<file path="config.mk">
export PLATFORM = sky130hd
export DESIGN_NAME = keypad_scanner_flat
export DESIGN_NICKNAME = d
export VERILOG_FILES = /design/src/rtl/keypad_scanner_if.sv /design/src/rtl/keypad_scanner.sv /design/src/flat_wrapper.sv
export SDC_FILE = /design/constraint.sdc
export NUM_CORES = 1
export LEC_CHECK = 0
export ABC_AREA = 1
export BUFFER_PORTS_ARGS = -buffer_cell sky130_fd_sc_hd__buf_2
export CAP_MARGIN = 20
export CORE_UTILIZATION = 39
export DETAILED_ROUTE_END_ITERATION = 10
export SKIP_LAST_GASP = 1
export SLEW_MARGIN = 15
export SYNTH_ARGS = -nofsm -noshare
export SYNTH_HDL_FRONTEND = slang
export SYNTH_SLANG_ARGS = --single-unit
</file>
<file path="constraint.sdc">
create_clock -name clk -period 2.3 [get_ports clk]
set_input_delay 0.23 -clock clk [delete_from_list [all_inputs] [get_ports clk]]
set_output_delay 0.23 -clock clk [all_outputs]
set_load 0.01 [all_outputs]
</file>
<file path="src/rtl/keypad_scanner_if.sv">
// Key event bus from the keypad scanner to the number-entry / operator logic.
// The scanner drives through the master modport; consumers take the slave side.
interface keypad_scanner_if;
    logic       key_valid;     // one-cycle strobe: new key accepted
    logic [3:0] key_code;      // last accepted key, held until the next strobe
    logic       key_is_digit;  // key_code <= 9, valid with key_code
    logic       key_held;      // an accepted key has not yet been released

    modport master (
        output key_valid,
        output key_code,
        output key_is_digit,
        output key_held
    );

    modport slave (
        input key_valid,
        input key_code,
        input key_is_digit,
        input key_held
    );
endinterface

</file>
<file path="src/rtl/keypad_scanner.sv">
// 4x4 matrix keypad scanner with per-key debounce and one-cycle key strobe.
// Drives one active-low column at a time, samples the synchronised rows once
// per column period, debounces press and release over DEBOUNCE_SCANS samples.
// Optional feature: define KEYPAD_AUTOREPEAT_EN to re-strobe a held key
// (first repeat after 64 pressed samples, then every 16 pressed samples).
module keypad_scanner #(
    parameter int SCAN_DIV       = 1000,  // clk cycles per column period, >= 4
    parameter int DEBOUNCE_SCANS = 8      // matching samples to accept, 2..255
) (
    input  logic             clk,
    input  logic             reset,
    input  logic [3:0]       rows,
    output logic [3:0]       cols,
    keypad_scanner_if.master key_if
);

    localparam int               DIV_W      = $clog2(SCAN_DIV);
    localparam logic [DIV_W-1:0] DIV_LAST   = DIV_W'(SCAN_DIV - 1);
    localparam logic [7:0]       DEB_TARGET = 8'(DEBOUNCE_SCANS);

    typedef enum logic [1:0] {
        ST_SCAN,
        ST_DEBOUNCE,
        ST_HELD
    } state_e;

    state_e           state_q, state_d;
    logic [3:0]       rows_meta_q, rows_meta_d;
    logic [3:0]       rs_q, rs_d;
    logic [DIV_W-1:0] div_q, div_d;
    logic [1:0]       col_q, col_d;
    logic [3:0]       cols_q, cols_d;
    logic [1:0]       row_q, row_d;
    logic [7:0]       cnt_q, cnt_d;
    logic [7:0]       rel_q, rel_d;
    logic             key_valid_q, key_valid_d;
    logic [3:0]       key_code_q, key_code_d;
    logic             key_is_digit_q, key_is_digit_d;
    logic             key_held_q, key_held_d;

    logic             sample;
    logic             any_low;
    logic [1:0]       low_row;
    logic [3:0]       hit_code;

`ifdef KEYPAD_AUTOREPEAT_EN
    localparam logic [6:0] REP_FIRST  = 7'd64;
    localparam logic [6:0] REP_REPEAT = 7'd80;  // REP_FIRST + 16
    logic [6:0] rep_q, rep_d;
    logic [6:0] rep_inc;
    assign rep_inc = rep_q + 7'd1;
`endif

    // Physical key position (row, column) to calculator key code.
    function automatic logic [3:0] key_map(input logic [1:0] r, input logic [1:0] c);
        logic [3:0] code;
        case ({r, c})
            4'h0:    code = 4'h1;
            4'h1:    code = 4'h2;
            4'h2:    code = 4'h3;
            4'h3:    code = 4'hA;
            4'h4:    code = 4'h4;
            4'h5:    code = 4'h5;
            4'h6:    code = 4'h6;
            4'h7:    code = 4'hB;
            4'h8:    code = 4'h7;
            4'h9:    code = 4'h8;
            4'hA:    code = 4'h9;
            4'hB:    code = 4'hC;
            4'hC:    code = 4'hE;  // '*'
            4'hD:    code = 4'h0;
            4'hE:    code = 4'hF;  // '#'
            default: code = 4'hD;
        endcase
        return code;
    endfunction

    assign sample   = (div_q == DIV_LAST);
    assign any_low  = (rs_q != 4'hF);
    assign hit_code = key_map(row_q, col_q);

    // Lowest-index low row wins when several keys share the driven column.
    always_comb begin
        // NOTE: every always_comb output gets a default first so no path leaves it unassigned (no latch).
        low_row = 2'd0;
        if (!rs_q[0])      low_row = 2'd0;
        else if (!rs_q[1]) low_row = 2'd1;
        else if (!rs_q[2]) low_row = 2'd2;
        else if (!rs_q[3]) low_row = 2'd3;
    end

    // Next-state and output logic of the scan / debounce / hold FSM.
    always_comb begin
        state_d        = state_q;
        rows_meta_d    = rows;
        rs_d           = rows_meta_q;
        div_d          = sample ? '0 : div_q + DIV_W'(1);
        col_d          = col_q;
        cols_d         = cols_q;
        row_d          = row_q;
        cnt_d          = cnt_q;
        rel_d          = rel_q;
        key_valid_d    = 1'b0;
        key_code_d     = key_code_q;
        key_is_digit_d = key_is_digit_q;
        key_held_d     = key_held_q;
`ifdef KEYPAD_AUTOREPEAT_EN
        rep_d          = rep_q;
`endif

        if (sample) begin
            case (state_q)
                ST_SCAN: begin
                    if (any_low) begin
                        row_d   = low_row;
                        cnt_d   = 8'd1;
                        state_d = ST_DEBOUNCE;
                    end else begin
                        col_d  = col_q + 2'd1;
                        cols_d = {cols_q[2:0], cols_q[3]};
                    end
                end

                ST_DEBOUNCE: begin
                    if (any_low && (low_row == row_q)) begin
                        if (cnt_q + 8'd1 == DEB_TARGET) begin
                            key_valid_d    = 1'b1;
                            key_code_d     = hit_code;
                            key_is_digit_d = (hit_code <= 4'd9);
                            key_held_d     = 1'b1;
                            cnt_d          = 8'd0;
                            rel_d          = 8'd0;
`ifdef KEYPAD_AUTOREPEAT_EN
                            rep_d          = 7'd0;
`endif
                            state_d        = ST_HELD;
                        end else begin
                            cnt_d = cnt_q + 8'd1;
                        end
                    end else begin
                        // Bounce or a different row: abandon this key and move on.
                        cnt_d   = 8'd0;
                        col_d   = col_q + 2'd1;
                        cols_d  = {cols_q[2:0], cols_q[3]};
                        state_d = ST_SCAN;
                    end
                end

                ST_HELD: begin
                    if (!any_low) begin
`ifdef KEYPAD_AUTOREPEAT_EN
                        rep_d = 7'd0;
`endif
                        if (rel_q + 8'd1 == DEB_TARGET) begin
                            key_held_d = 1'b0;
                            rel_d      = 8'd0;
                            col_d      = col_q + 2'd1;
                            cols_d     = {cols_q[2:0], cols_q[3]};
                            state_d    = ST_SCAN;
                        end else begin
                            rel_d = rel_q + 8'd1;
                        end
                    end else begin
                        rel_d = 8'd0;
`ifdef KEYPAD_AUTOREPEAT_EN
                        if (rep_inc == REP_FIRST) begin
                            key_valid_d = 1'b1;
                            rep_d       = rep_inc;
                        end else if (rep_inc == REP_REPEAT) begin
                            key_valid_d = 1'b1;
                            rep_d       = REP_FIRST;
                        end else begin
                            rep_d = rep_inc;
                        end
`endif
                    end
                end

                default: state_d = ST_SCAN;
            endcase
        end
    end

    // State register with synchronous active-high reset.
    always_ff @(posedge clk) begin
        // NOTE: sequential state uses non-blocking assignments so every flop samples pre-edge values.
        if (reset) begin
            state_q        <= ST_SCAN;
            rows_meta_q    <= 4'hF;
            rs_q           <= 4'hF;
            div_q          <= '0;
            col_q          <= 2'd0;
            cols_q         <= 4'b1110;
            row_q          <= 2'd0;
            cnt_q          <= 8'd0;
            rel_q          <= 8'd0;
            key_valid_q    <= 1'b0;
            key_code_q     <= 4'h0;
            key_is_digit_q <= 1'b0;
            key_held_q     <= 1'b0;
`ifdef KEYPAD_AUTOREPEAT_EN
            rep_q          <= 7'd0;
`endif
        end else begin
            state_q        <= state_d;
            rows_meta_q    <= rows_meta_d;
            rs_q           <= rs_d;
            div_q          <= div_d;
            col_q          <= col_d;
            cols_q         <= cols_d;
            row_q          <= row_d;
            cnt_q          <= cnt_d;
            rel_q          <= rel_d;
            key_valid_q    <= key_valid_d;
            key_code_q     <= key_code_d;
            key_is_digit_q <= key_is_digit_d;
            key_held_q     <= key_held_d;
`ifdef KEYPAD_AUTOREPEAT_EN
            rep_q          <= rep_d;
`endif
        end
    end

    assign cols                = cols_q;
    assign key_if.key_valid    = key_valid_q;
    assign key_if.key_code     = key_code_q;
    assign key_if.key_is_digit = key_is_digit_q;
    assign key_if.key_held     = key_held_q;

endmodule

</file>
<file path="src/flat_wrapper.sv">
// flat-port wrapper written by rule: the top's interface ports become plain ports
module keypad_scanner_flat 
#(
    parameter int SCAN_DIV       = 1000,                                       
    parameter int DEBOUNCE_SCANS = 8                                           
)
  (clk, reset, rows, cols, key_if_key_valid, key_if_key_code, key_if_key_is_digit, key_if_key_held);
  keypad_scanner_if key_if_i ();
  input  logic clk;
  input  logic reset;
  input  logic [3:0] rows;
  output logic [3:0] cols;
  output wire logic [$bits(key_if_i.key_valid)-1:0] key_if_key_valid;
  output wire logic [$bits(key_if_i.key_code)-1:0] key_if_key_code;
  output wire logic [$bits(key_if_i.key_is_digit)-1:0] key_if_key_is_digit;
  output wire logic [$bits(key_if_i.key_held)-1:0] key_if_key_held;
  assign key_if_key_valid = key_if_i.key_valid;
  assign key_if_key_code = key_if_i.key_code;
  assign key_if_key_is_digit = key_if_i.key_is_digit;
  assign key_if_key_held = key_if_i.key_held;
  keypad_scanner #(.SCAN_DIV(SCAN_DIV), .DEBOUNCE_SCANS(DEBOUNCE_SCANS)) u_core (.clk(clk), .reset(reset), .rows(rows), .cols(cols), .key_if(key_if_i));
endmodule
</file>
==> qor.yml <==
status: "complete, no violations"
via_per_inst: 4.95
gp_congestion: 0.866
drt-pass1-iter-count: 5
cp_slowest_cell: "dfxtp_1"
rrSetupSlack_ps: 340
grt_start_max_net_pins: 26
syn_area_per_cell_um2: 7.00
hold_violations: 0
num_vias: 2345
syn_area_mm2: 0.00263
syn_to_final_growth_pct: 12.0
grt_pass1_vias: 2106
ys_types: 30
final_common_cell: "nand2_1"
ir_drop_v: 0.000296
drive_above_1_share: 0.144
yosys_warnings: 0
drc_errors: 0
min_period_over_period: 0.851
antenna_found_initial: 0
fin_worst_skew_ps: 6.47
worst_slew_margin_rel: 0.750
crit_path_max_fanout: 8
nets: 413
critPathMaxStageDelay_ps: 390
numCtsBuffers: 5
antenna_left: 0
cts-hold-fix-buffers: 0
max_cap_violations: 0
yosys_register_bits: 51
final_core_util: 0.458
cts-root-buf: "clkbuf_8"
grt_pass1_wl_mm: 9.36
dp_hpwl_mm: 3.87
synth_edf_count: 0
rows: 29
cp_cell_sequence: "ha_1 -> nand3_1 -> nor2_1 -> nand2_1 -> nand2_1 -> nand2_1 -> nor2_2 -> nand3_1 -> nand2_2 -> nand2_2 -> a21oi_1 -> nor2_1"
drtIter0Drc: 85
cts_max_path_buffers: 2
cts_tree: "yes"
core-area_mm2: 0.00642
path_common_cell: "nand2_1"
fmax_ghz: 0.511
groute.usage.overall: 0.165
htreeDepth: 2
postCtsResizedCells: 0
io_buffer_count: 16
crit_path_end_kind: "flip-flop"
die_area_mm2: 0.00706
routed_wl_mm: 5.29
tightest_slew_ps: 372
antenna-diode-count: 0
ys_seq_area_frac: 0.389
leakagePower_uw: 0.00119
grt-ovfl-total: 0
die_h_um: 84.0
worst_setup_path_start_kind: "flip-flop"
arrival_ps: 2160
routedWlPerCell_um: 11.2
setup_tns_ps: 0
final_area_mm2: 0.00294
cts_setup_buffers: 0
async_flop_share: 0
cp.required_ps: 2500
final_cells: 474
layout_common_cells: "nand2_1, dfxtp_1, nor2_1, inv_1, a21oi_1"
final_max_slew_viol_count: 0
synthFlopType: "dfxtp_1"
clock_latency_ps: 300
p_per_area_mw_per_mm2: 575
placed_area_mm2: 0.00281
cts.sinks: 51
hold_path.class: "in -> reg"
die_w_um: 84.0
path_clk_slew_ps: 90
dp.cells: 466
final-setup-viol-count: 0
io_pins: 17
syn-instance-count: 375
fin_crit_ps: 1960
fin_total_pwr_uw: 1690
initial_core_util: 0.409
rsz0062_at_grt: "false"
syn_nets: 392
crit_type: "reg -> reg"
worst max-delay path, delay by kind of cell, from the launching register on:
| family | cells | cell delay (ps) |
|---|---|---|
| DFF | 1 | 390 |
| and+or+nand+nor | 10 | 1110 |
| AOI/OAI and AO/OA | 1 | 140 |
| adders and majority gates | 1 | 200 |
state kept, by name, indices dropped and copies added (netlist names):
register and cells:
u_core.div_q 10, u_core.cnt_q 8, u_core.rel_q 8, u_core.cols 4, u_core.key_if.key_code 4, u_core.rows_meta_q 4, u_core.rs_q 4, u_core.col_q 2
u_core.row_q 2, u_core.state_q 2, u_core.key_if.key_held 1, u_core.key_if.key_is_digit 1, u_core.key_if.key_valid 1
kinds of logic (layout without fill, tap and decap cells):
logic type               after synthesis  count (layout)  share of synthesized area
AND/OR/NAND/NOR                      213             213                      0.378
AO/OA/AOI/OAI                         51              51                      0.109
adder cells (fa/ha/maj)               11              11                     0.0524
buffers and inverters                 49              71                     0.0710
flip-flops                            51              51                      0.389
through the flow:
step	setup WS, ps	hold slack [ps]
2_1_floorplan	615	334
3_3_place_gp	372	395
3_5_place_dp	361	394
4_1_cts	342	87.0
5_1_grt	37.0	87.3
6_report	343	99.8
report_power, final:
part	internal [uW]	switching (uW)	total, uW
logic	23.7	40.2	64.0
registers	893	4.50	897
clock network	435	292	727
total	1350	337	1690
cells in the mapped netlist, drive strengths merged (4+ instances only):
cell	count	share of area
ha	11	0.052
clkbuf	4	0.0057
o21ai	13	0.025
nor2	49	0.079
or2	8	0.019
nor3	12	0.035
nand2	102	0.15
nand4	11	0.032
inv	43	0.061
a21oi	31	0.063
nand3	28	0.055
dfxtp	51	0.39
area by class of cell:
class,count,area (um^2)
fill,662,3480
multi-input combinational,275,1420
sequential,51,1020
inverter,43,161
timing repair buffer,20,110
tap,77,96.3
clock buffer,6,72.6
clock inverter,2,60.1
worst paths after layout:
check,endpoint,cells after the start,from
worst max-delay path,u_core.rel_q[0]$_SDFFE_PP0P_,12,u_core.cnt_q[1]$_SDFFE_PP0P_
worst min-delay path,u_core.rows_meta_q[0]$_SDFF_PP1_,2,rows[0]
worst max register to register,u_core.rel_q[0]$_SDFFE_PP0P_,12,u_core.cnt_q[1]$_SDFFE_PP0P_
worst min register to register,u_core.rs_q[3]$_SDFF_PP1_,1,u_core.rows_meta_q[3]$_SDFF_PP1_
routing by layer:
| layer | global-route usage | share of wire | wire length (um) | vias up |
|---|---|---|---|---|
| met2 | 0.259 | 0.44 | 2340 | 40 |
| met1 | 0.221 | 0.50 | 2660 | 1040 |
| met5 | 0 | 0 | 0 | - |
| met4 | 0.0674 | 0.021 | 112 | 0 |
| li1 | - | - | - | 1256 |
| met3 | 0.0297 | 0.034 | 180 | 9 |
Note: power is estimated with default switching activity, not from simulation.
